--- config.mk ---
export PLATFORM = sky130hd
export DESIGN_NAME = sign_extend_add_decode
export DESIGN_NICKNAME = d
export VERILOG_FILES = /design/src/rtl/sign_extend_add_decode.sv
export SDC_FILE = /design/constraint.sdc
export NUM_CORES = 1
export LEC_CHECK = 0
export CORE_MARGIN = 5
export CORE_UTILIZATION = 48
export CTS_CLUSTER_SIZE = 14
export DETAILED_ROUTE_END_ITERATION = 12
export HOLD_SLACK_MARGIN = 0.1
export PLACE_DENSITY = 0.95
export SLEW_MARGIN = 20
export SYNTH_ARGS = -nofsm -noshare
export SYNTH_HDL_FRONTEND = slang
export SYNTH_SLANG_ARGS = --single-unit
--- constraint.sdc ---
create_clock -name clk -period 2.85 [get_ports clk]
set_input_delay 0.57 -clock clk [delete_from_list [all_inputs] [get_ports clk]]
set_output_delay 0.57 -clock clk [all_outputs]
set_load 0.03 [all_outputs]
--- src/rtl/sign_extend_add_decode.sv ---
// Single-stage registered MIPS helper: sign-extends the immediate, adds two
// operands with carry-out, and runs the main control decoder.
module sign_extend_add_decode #(
    parameter int DATA_W = 32
) (
    input  logic              clk,
    input  logic              reset,
    input  logic              valid_in,
    input  logic [5:0]        opcode,
    input  logic [15:0]       imm,
    input  logic [DATA_W-1:0] src_a,
    input  logic [DATA_W-1:0] src_b,
    output logic              valid_out,
    output logic [DATA_W-1:0] imm_ext,
    output logic [DATA_W-1:0] sum,
    output logic              carry_out,
    output logic              reg_write,
    output logic              reg_dst,
    output logic              alu_src,
    output logic              branch,
    output logic              mem_write,
    output logic              mem_to_reg,
    output logic              jump,
    output logic [1:0]        alu_op,
    output logic              illegal_op
);

    localparam logic [5:0] OP_RTYPE = 6'b000000;
    localparam logic [5:0] OP_LW    = 6'b100011;
    localparam logic [5:0] OP_SW    = 6'b101011;
    localparam logic [5:0] OP_BEQ   = 6'b000100;
    localparam logic [5:0] OP_ADDI  = 6'b001000;
    localparam logic [5:0] OP_J     = 6'b000010;

    function automatic logic signed [DATA_W-1:0] sign_ext(input logic signed [15:0] v);
        return DATA_W'(v);
    endfunction

    // Result is {reg_write,reg_dst,alu_src,branch,mem_write,mem_to_reg,alu_op,jump,illegal}
    function automatic logic [9:0] decode(input logic [5:0] op);
        case (op)
            OP_RTYPE: return 10'b110000100_0;
            OP_LW:    return 10'b101001000_0;
            OP_SW:    return 10'b001010000_0;
            OP_BEQ:   return 10'b000100010_0;
            OP_ADDI:  return 10'b101000000_0;
            OP_J:     return 10'b000000001_0;
            default:  return 10'b000000000_1;
        endcase
    endfunction

    logic              valid_d,   valid_q;
    logic [DATA_W-1:0] imm_ext_d, imm_ext_q;
    logic [DATA_W-1:0] sum_d,     sum_q;
    logic              carry_d,   carry_q;
    logic [9:0]        dec_d,     dec_q;
    logic [DATA_W:0]   sum_full;

    always_comb begin
        sum_full  = {1'b0, src_a} + {1'b0, src_b};
        valid_d   = valid_in;
        imm_ext_d = imm_ext_q;
        sum_d     = sum_q;
        carry_d   = carry_q;
        dec_d     = dec_q;
        if (valid_in) begin
            imm_ext_d = sign_ext(imm);
            sum_d     = sum_full[DATA_W-1:0];
            carry_d   = sum_full[DATA_W];
            dec_d     = decode(opcode);
        end
    end

    // Output register stage; reset clears everything so no stale result survives
    always_ff @(posedge clk or posedge reset) begin
        if (reset) begin
            valid_q   <= 1'b0;
            imm_ext_q <= '0;
            sum_q     <= '0;
            carry_q   <= 1'b0;
            dec_q     <= '0;
        end else begin
            valid_q   <= valid_d;
            imm_ext_q <= imm_ext_d;
            sum_q     <= sum_d;
            carry_q   <= carry_d;
            dec_q     <= dec_d;
        end
    end

    assign valid_out  = valid_q;
    assign imm_ext    = imm_ext_q;
    assign sum        = sum_q;
    assign carry_out  = carry_q;
    assign reg_write  = dec_q[9];
    assign reg_dst    = dec_q[8];
    assign alu_src    = dec_q[7];
    assign branch     = dec_q[6];
    assign mem_write  = dec_q[5];
    assign mem_to_reg = dec_q[4];
    assign alu_op     = dec_q[3:2];
    assign jump       = dec_q[1];
    assign illegal_op = dec_q[0];

endmodule

==> results.py, run 1 <==
metrics = {
    "global_route": {
        "antenna_found_initial": 0,
        "grt_max_degree": 67,
        "grtUsageTotal_pct": 25.2,
        "overflow": 0,
        "grt_pass1_vias": 4519,
        "grt_pass1_wl_um": 22600,
    },
    "synth": {
        "syn_nets": 582,
        "ys_seq_area_share_pct": 34.5,
        "synthMuxAreaShare_pct": 9.36,
        "synth_cell_type_count": 56,
        "ys.flop_type": "dfrtp_1",
        "synth_top_family_by_area": "compound AO/OA/AOI/OAI gates",
        "netlist_instances": 460,
        "yosysWarnings": 0,
        "synth_xor_area_share_pct": 4.16,
        "synthSimpleGateAreaFrac_pct": 13.7,
        "avgSynthCellArea_um2": 9.16,
        "yosys.area_share.adder_pct": 9.98,
        "synth-edff-count": 0,
        "ys_ff_latch": 58,
        "syn_area_mm2": 0.00421,
        "synth-async-reset-ratio_pct": 100,
        "synth-compound-area-share_pct": 21.5,
    },
    "min_path": {
        "min_from": "sum[27]$_DFFE_PP0P_",
        "hold_path.class": "register to register",
    },
    "routing": {
        "vias": 4367,
        "first_pass_iters": 5,
        "drc": 0,
        "wl_um": 13700,
        "drt_iter0_drc": 266,
        "wire_per_inst_um": 18.0,
        "via_per_inst": 5.73,
        "postRouteAntennaNets": 0,
    },
    "pwr": {
        "p_total_mw": 3.24,
        "p_int_mw": 1.99,
        "power.static_leakage_nw": 2.76,
        "power.switching_mw": 1.25,
        "p_clk_share_pct": 20.1,
        "peakVddDrop_mv": 0.365,
        "p_comb_share_pct": 47.8,
        "p_per_area_mw_per_mm2": 506,
        "swShare_pct": 38.6,
        "power.share.sequential_pct": 32.1,
    },
    "floorplan": {
        "core_region_area_mm2": 0.00864,
        "fp.dieH_um": 104,
        "initial_core_util_pct": 48.8,
        "fp.dieW_um": 104,
        "fp-row-count": 34,
        "boundaryPins": 165,
        "dieArea_mm2": 0.0107,
    },
    "clock_tree": {
        "numCtsBuffers": 9,
        "hold_buffers": 0,
        "clock_sinks": 58,
        "h-tree-depth": 3,
        "clk_latency_ps": 340,
        "clk_pin_slew_ps": 70,
        "cts_tree": "yes",
        "cts_root_buf": "clkbuf_8",
        "clockBufferDepth": 2,
    },
    "sta": {
        "hold_viol_final": 0,
        "rsz0062_at_grt": "no",
        "fin_crit_ps": 2760,
        "clock-skew-final_ps": 0,
        "tightest_slew_ps": 759,
        "hold_ws_ps": 494,
        "worst_slack_ps": 88.1,
        "setup_viol_count_final": 0,
        "slew-limit-headroom_pct": 49.4,
        "clock.fmax_mhz": 362,
        "fin_crit_sh_pct": 96.9,
        "drv_slew": 0,
    },
    "finish": {
        "regArea_mm2": 0.00145,
        "diodes": 0,
        "syn2layout_area_growth_pct": 52.0,
        "fillers": 649,
        "multiInputGateArea_mm2": 0.00252,
        "final_layout_size_suffix_gt1_share_pct": 18.2,
        "nets": 772,
        "fin_util_pct": 74.1,
    },
    "critical_path": {
        "cp_data_arrival_time_ps": 3000,
        "worstSetupStartpoint": "src_a[0]",
        "cp_max_fo": 3,
        "crit_type": "primary input to register",
        "worstSetupStartpointType": "primary input",
        "critPathRequiredTime_ps": 3090,
        "end_kind": "register",
        "r2r-start": "imm_ext[15]$_DFFE_PP0P_",
    },
    "run": {
        "maxCapViolCount": 0,
    },
    "placement": {
        "dpl.hpwl_um": 10800,
        "gp_congestion": 0.879,
        "dp_slack_ps": -478,
        "portBuffers": 164,
    },
    "run_status": {
        "status": "completed",
    },
}
cells in the mapped netlist, drive strengths merged (13+ instances only):
| cell type | number | area (µm²) |
|---|---|---|
| dfrtp | 58 | 1450 |
| buf | 20 | 145 |
| nand2 | 35 | 131 |
| nand3 | 16 | 80.1 |
| ha | 32 | 400 |
| xnor2 | 13 | 114 |
| mux2 | 35 | 394 |
| nor2 | 29 | 111 |
| o21ai | 27 | 135 |
| clkbuf | 22 | 82.6 |
| a21oi | 39 | 199 |
| inv | 16 | 60.1 |
| a21o | 20 | 150 |
power by group through the flow:
stage,sequential (mW),combinational [mW],clock (mW)
after floorplan,1.31,0.586,0
after global placement,1.05,1.49,0
after detailed placement,1.05,1.52,0
after CTS,1.04,1.53,0.664
after global routing,1.06,1.65,0.704
final,1.04,1.55,0.651
flip-flops by register name (all words and copies together), names as in the netlist:
register,flops
carry_out,1
dec_q,8
imm_ext,16
sum,32
valid_out,1
critical path: stages:
cell and delay, ps:
clkdlybuf4s50_1 420, ha_2 210, fa_2 340, a21o_1 210
a22o_4 240, o31ai_4 250, nor2_2 90, a41o_1 260
xor2_1 140, mux2_2 260
metal layers:
metal | track usage, % | share of wire [%] | vias to the layer above
met5 | 0 | 0 | -
met4 | 6.75 | 1.8 | 0
met3 | 5.53 | 5.9 | 23
met2 | 45.3 | 51 | 181
met1 | 30.3 | 41 | 2110
li1 | - | - | 2053
final timing paths:
check,endpoint,slack (ps),cells past startpoint
worst max-delay path,sum[24]$_DFFE_PP0P_,90,10
worst min-delay path,sum[27]$_DFFE_PP0P_,490,2
worst max register to register,imm_ext[15]$_DFFE_PP0P_,1880,1
worst min register to register,sum[27]$_DFFE_PP0P_,490,2
max in group asynchronous,sum[23]$_DFFE_PP0P_,1630,3
min in group asynchronous,imm_ext[4]$_DFFE_PP0P_,620,2
area by class of cell:
type / instances / area share, %
clock buffer: 9 / 1.93
clock inverter: 6 / 0.547
inverter: 16 / 0.938
multi-input combinational: 344 / 39.4
sequential: 58 / 22.7
tap: 108 / 2.11
timing repair buffer: 221 / 32.4
layout by cell type, fill, tap and decap left out, types with 13 or more instances in the layout:
| master | n |
|---|---|
| clkdlybuf4s50_1 | 163 |
| dfrtp_1 | 58 |
| buf_4 | 56 |
| a21oi_1 | 38 |
| mux2_2 | 35 |
| nand2_1 | 35 |
| ha_1 | 31 |
| nor2_1 | 27 |
| o21ai_0 | 24 |
| a21o_1 | 20 |
| nand3_1 | 16 |
| inv_1 | 15 |
| xnor2_1 | 13 |
cells by family after synthesis:
family,count (synthesis)
compound gates,135
simple gates,121
buf+inv,58
flops,58
mux,35
fa+ha+maj,33
xor+xnor,20
stage by stage:
| stage | setup TNS [ps] | std cells | area (µm²) |
|---|---|---|---|
| final | 0 | 762 | 6400 |
| after global routing | 0 | 762 | 6400 |
| after CTS | 0 | 762 | 6360 |
| after detailed placement | -6380 | 745 | 6180 |
| after global placement | -4630 | 745 | 6180 |
| after floorplan | 0 | 460 | 4210 |
what timing repair did:
action,CTS,global route
pin swaps,2,3
endpoints found under the setup margin,7,12
buffers inserted,2,0
gates resized for setup,1,9
hold endpoints to repair,0,0
(Power assumes the default switching activity.)
==> run 2: changes to the inputs <==
--- a/config.mk
+++ b/config.mk
@@ -6,11 +6,12 @@
 export NUM_CORES = 1
 export LEC_CHECK = 0
 export CORE_MARGIN = 5
-export CORE_UTILIZATION = 48
+export CORE_UTILIZATION = 25
 export CTS_CLUSTER_SIZE = 14
 export DETAILED_ROUTE_END_ITERATION = 12
+export GPL_ROUTABILITY_DRIVEN = 0
 export HOLD_SLACK_MARGIN = 0.1
-export PLACE_DENSITY = 0.95
+export PLACE_DENSITY = 0.62
 export SLEW_MARGIN = 20
 export SYNTH_ARGS = -nofsm -noshare
 export SYNTH_HDL_FRONTEND = slang
==> results.py, run 2 (synthesis results as in run 1) <==
metrics = {
    "placement": {
        "portBuffers": 164,
        "placed_area_mm2": 0.00643,
        "dpl.hpwl_um": 11200,
        "numPlacedInstances": 872,
        "dp_slack_ps": -523,
    },
    "sta": {
        "tightest_slew_ps": 646,
        "clock.fmax_mhz": 358,
        "drv_slew": 0,
        "worst_slack_ps": 53.8,
        "fin_crit_sh_pct": 98.1,
        "setup_viol_count_final": 0,
        "hold_viol_final": 0,
        "slew-limit-headroom_pct": 56.9,
        "fin_crit_ps": 2800,
        "clock-skew-final_ps": 0,
    },
    "floorplan": {
        "initial_core_util_pct": 25.4,
        "boundaryPins": 165,
        "fp-row-count": 47,
        "core_region_area_mm2": 0.0166,
        "fp.dieW_um": 140,
        "fp.dieH_um": 140,
        "dieArea_mm2": 0.0195,
    },
    "finish": {
        "stdcell_count": 892,
        "nets": 789,
        "final_common_cell": "clkdlybuf4s50_1",
        "final_area_mm2": 0.00691,
        "syn2layout_area_growth_pct": 64.0,
        "largest_reg_flops": 32,
        "final_cell_mix": "clkdlybuf4s50_1 (158), buf_4 (72), dfrtp_1 (58), a21oi_1 (36)",
        "diodes": 0,
        "final_layout_size_suffix_gt1_share_pct": 21.3,
    },
    "pwr": {
        "p_total_mw": 3.78,
        "p_per_area_mw_per_mm2": 547,
        "power.static_leakage_nw": 2.97,
        "peakVddDrop_mv": 0.376,
    },
    "global_route": {
        "grt_pass1_wl_um": 22400,
        "overflow": 0,
        "grt_max_degree": 33,
        "grt_pass1_vias": 4412,
        "grtUsageTotal_pct": 14.1,
        "antenna_found_initial": 0,
    },
    "clock_tree": {
        "clockBufferDepth": 2,
        "numCtsBuffers": 9,
        "hold_buffers": 0,
        "clk_latency_ps": 340,
        "clk_pin_slew_ps": 50,
        "h-tree-depth": 3,
        "clock_sinks": 58,
        "cts_tree": "yes",
        "cts_root_buf": "clkbuf_16",
    },
    "routing": {
        "postRouteAntennaNets": 0,
        "first_pass_iters": 4,
        "vias": 4273,
        "wire_per_inst_um": 15.5,
        "drt_iter0_drc": 140,
        "wl_um": 13900,
        "via_per_inst": 4.79,
        "drc": 0,
    },
    "critical_path": {
        "cp_data_arrival_time_ps": 3040,
        "cp_max_fo": 4,
        "worstSetupStartpointType": "primary input",
        "crit_type": "primary input to register",
        "critPathRequiredTime_ps": 3100,
        "end_kind": "register",
    },
    "min_path": {
        "hold_path.class": "register to register",
    },
    "run": {
        "maxCapViolCount": 0,
    },
    "run_status": {
        "status": "completed",
    },
}
run 2: cell types whose count changed in the layout (fill, tap and decap cells not counted), moves of 5 or more:
| cell | before | now |
|---|---|---|
| dlymetal6s2s_1 | 0 | 5 |
| clkbuf_16 | 0 | 9 |
| buf_4 | 56 | 72 |
| clkbuf_8 | 9 | 1 |
| clkdlybuf4s50_1 | 163 | 158 |
run 2: final cells by class:
class / count / area [µm²]
fillers: 1637 / 9680
multi-input cells: 344 / 2580
repair buffers: 238 / 2220
flip-flops and latches: 58 / 1450
well taps: 220 / 275
clock buffers: 11 / 243
clock inverters: 5 / 77.6
inverters: 16 / 60.1
run 2: worst max-delay path, stage by stage:
cell             delay (ps)
clkdlybuf4s50_1         510
ha_4                    220
a21o_1                  220
a31oi_4                 190
a2111oi_4               120
or2_0                   240
buf_4                   150
buf_4                   150
a21o_1                  180
buf_4                   140
a211o_1                 280
o211ai_1                 90
run 2: what timing repair did:
action / in CTS / in global routing
resized for setup: 6 / 19
pin swaps: 2 / 10
setup endpoints to repair: 14 / 16
buffers inserted: 1 / 3
run 2: routing by layer:
layer	vias up	part of all wire (%)	GRT usage, %
li1	2097	-	-
met1	2024	43	17.0
met2	135	49	23.9
met3	17	6.5	4.73
met4	0	1.5	3.93
met5	-	0	0
run 2: worst paths after layout:
kind                                         startpoint                       to  slack (ps)  depth (start not counted)
worst max register to register  imm_ext[15]$_DFFE_PP0P_  imm_ext[15]$_DFFE_PP0P_        1890                          1
worst min-delay path                sum[15]$_DFFE_PP0P_      sum[15]$_DFFE_PP0P_         480                          2
max in group asynchronous                         reset   imm_ext[4]$_DFFE_PP0P_        1590                          3
min in group asynchronous                         reset      valid_out$_DFF_PP0_         670                          2
worst min register to register      sum[15]$_DFFE_PP0P_      sum[15]$_DFFE_PP0P_         480                          2
worst max-delay path                           src_b[4]      sum[25]$_DFFE_PP0P_          50                         12
run 2: report_power, final:
part	internal, mW	switching, mW
sequential	0.958	0.0817
combinational	0.747	0.822
clock	0.785	0.387
run 2: per-stage QoR:
step	util, %	hold slack (ps)	TNS, ps
after floorplan	-	601	0
after global placement	38.8	473	-7650
after detailed placement	38.8	473	-8370
after CTS	41.0	486	0
after global routing	41.7	516	-33.1
final	41.7	484	0
==> run 3: changes to the inputs <==
--- a/config.mk
+++ b/config.mk
@@ -6,12 +6,12 @@
 export NUM_CORES = 1
 export LEC_CHECK = 0
 export CORE_MARGIN = 5
-export CORE_UTILIZATION = 25
+export CORE_UTILIZATION = 48
 export CTS_CLUSTER_SIZE = 14
 export DETAILED_ROUTE_END_ITERATION = 12
 export GPL_ROUTABILITY_DRIVEN = 0
 export HOLD_SLACK_MARGIN = 0.1
-export PLACE_DENSITY = 0.62
+export PLACE_DENSITY = 0.95
 export SLEW_MARGIN = 20
 export SYNTH_ARGS = -nofsm -noshare
 export SYNTH_HDL_FRONTEND = slang
==> results.py, run 3 (synthesis results as in run 1) <==
metrics = {
    "global_route": {
        "grt_pass1_vias": 4626,
        "grt_pass1_wl_um": 22100,
        "grtUsageTotal_pct": 24.7,
        "overflow": 0,
        "grt_max_degree": 67,
        "antenna_found_initial": 0,
    },
    "clock_tree": {
        "clockBufferDepth": 2,
        "clk_pin_slew_ps": 60,
        "cts_root_buf": "clkbuf_8",
        "hold_buffers": 0,
        "clk_latency_ps": 340,
        "clock_sinks": 58,
        "numCtsBuffers": 9,
        "cts_tree": "yes",
        "h-tree-depth": 3,
    },
    "pwr": {
        "peakVddDrop_mv": 0.284,
        "p_int_mw": 2.10,
        "p_clk_share_pct": 23.0,
        "p_per_area_mw_per_mm2": 525,
        "power.switching_mw": 1.26,
        "p_comb_share_pct": 46.0,
        "power.static_leakage_nw": 2.76,
        "power.share.sequential_pct": 31.0,
        "swShare_pct": 37.6,
    },
    "critical_path": {
        "rr_endpoint": "imm_ext[15]$_DFFE_PP0P_",
        "cp_max_fo": 4,
        "r2r_slack_ps": 1880,
        "end_kind": "register",
        "worstSetupStartpointType": "primary input",
        "worstSetupStartpoint": "src_a[1]",
        "worstRegToRegCells": 1,
        "critPathRequiredTime_ps": 3080,
        "path_cells": "clkdlybuf4s50_1 > fa_2 > a21o_1 > a22o_1 > o31ai_4 > nor3_1 > o21bai_1 > a21oi_1 > o31ai_2",
        "cpMaxStageDelayCell": "clkdlybuf4s50_1",
        "cp-endpoint": "sum[20]$_DFFE_PP0P_",
        "cpPeakStageDelay_ps": 470,
        "crit_type": "primary input to register",
        "cp_data_arrival_time_ps": 3000,
        "r2r-start": "imm_ext[15]$_DFFE_PP0P_",
    },
    "sta": {
        "setup_viol_count_final": 0,
        "fin_crit_ps": 2760,
        "fin_tns_setup_ps": 0,
        "slew-limit-headroom_pct": 49.9,
        "clock.fmax_mhz": 362,
        "rsz0062_at_grt": "no",
        "tightest_slew_ps": 752,
        "fin_crit_sh_pct": 97.0,
        "hold_viol_final": 0,
        "hold_ws_ps": 488,
        "drv_slew": 0,
        "clock-skew-final_ps": 0,
    },
    "finish": {
        "syn2layout_area_growth_pct": 51.8,
        "diodes": 0,
        "final_cell_mix": "clkdlybuf4s50_1 (161), dfrtp_1 (58), buf_4 (48), a21oi_1 (37), nand2_1 (35)",
        "final_area_mm2": 0.00639,
        "final_layout_size_suffix_gt1_share_pct": 17.5,
        "nets": 764,
        "final_common_cell": "clkdlybuf4s50_1",
        "largest_reg_flops": 32,
    },
    "routing": {
        "first_pass_iters": 5,
        "drc": 0,
        "via_per_inst": 5.96,
        "wl_um": 13900,
        "vias": 4499,
        "wire_per_inst_um": 18.4,
        "postRouteAntennaNets": 0,
        "drt_iter0_drc": 386,
    },
    "placement": {
        "placed_area_mm2": 0.00612,
        "dpl.hpwl_um": 10400,
        "portBuffers": 164,
    },
    "floorplan": {
        "fp-row-count": 34,
        "initial_core_util_pct": 48.8,
        "dieArea_mm2": 0.0107,
        "fp.dieW_um": 104,
        "core_region_area_mm2": 0.00864,
        "boundaryPins": 165,
        "fp.dieH_um": 104,
    },
    "run": {
        "maxCapViolCount": 0,
    },
    "min_path": {
        "hold_path.class": "register to register",
        "holdPathStages": 2,
    },
    "run_status": {
        "status": "completed",
    },
}
run 3: cell types whose count changed in the layout (fill, tap and decap cells not counted), moves of 2 or more:
| cell | delta |
|---|---|
| buf_4 | -24 |
| clkbuf_16 | -9 |
| clkbuf_8 | +9 |
| clkdlybuf4s50_1 | +3 |
| dlymetal6s2s_1 | -3 |
| ha_1 | +2 |
| ha_4 | -2 |
| nor3_1 | +2 |
| nor3_2 | -2 |
run 3: critical path: cells and delay by family:
kind / cells / cell delay (ps)
buffers and inverters: 1 / 470
adder cells (fa/ha/maj): 1 / 420
AND/OR/NAND/NOR: 1 / 140
AO/OA/AOI/OAI: 6 / 1400
run 3: what timing repair did:
action	in CTS	in global routing
buffers inserted	1	1
gates resized for setup	0	17
pin swaps	3	9
endpoints found under the setup margin	9	13
run 3: metrics by stage:
stage	utilization, %	total power [mW]	worst slack, ps	std cells
floorplan	-	1.89	91.6	460
finish	74.0	3.36	86.6	755
global placement	70.9	2.50	-359	737
CTS	73.2	3.34	12.3	754
detailed placement	70.9	2.55	-429	737
global route	74.0	3.51	1.24	755
run 3: final cells by class:
| cell class | count | area, µm² |
|---|---|---|
| tap | 108 | 135 |
| multi-input combinational | 344 | 2530 |
| sequential | 58 | 1450 |
| timing repair buffer | 213 | 2020 |
| fill | 566 | 2240 |
| inverter | 16 | 60.1 |
| clock inverter | 5 | 53.8 |
| clock buffer | 11 | 141 |
run 3: power groups by stage:
stage | logic (mW) | registers, mW | clock network [mW]
final | 1.55 | 1.04 | 0.772
after global routing | 1.63 | 1.06 | 0.820
after CTS | 1.52 | 1.04 | 0.780
after detailed placement | 1.50 | 1.05 | 0
after global placement | 1.46 | 1.04 | 0
after floorplan | 0.586 | 1.31 | 0
run 3: routing by layer:
| metal | share of wire (%) | GRT usage [%] |
|---|---|---|
| met5 | 0 | 0 |
| met4 | 4.2 | 12.6 |
| met3 | 8.6 | 4.98 |
| met2 | 50 | 43.5 |
| met1 | 37 | 28.2 |
run 3: worst min-delay path by stage:
| stage | slack, ps | endpoint | startpoint |
|---|---|---|---|
| after floorplan | 600 | valid_out$_DFF_PP0_ | valid_in |
| after CTS | 490 | sum[15]$_DFFE_PP0P_ | sum[15]$_DFFE_PP0P_ |
| final | 490 | sum[15]$_DFFE_PP0P_ | sum[15]$_DFFE_PP0P_ |
| after global routing | 520 | dec_q[7]$_DFFE_PP0P_ | dec_q[7]$_DFFE_PP0P_ |
| after global placement | 470 | sum[15]$_DFFE_PP0P_ | sum[15]$_DFFE_PP0P_ |
| after detailed placement | 470 | sum[15]$_DFFE_PP0P_ | sum[15]$_DFFE_PP0P_ |
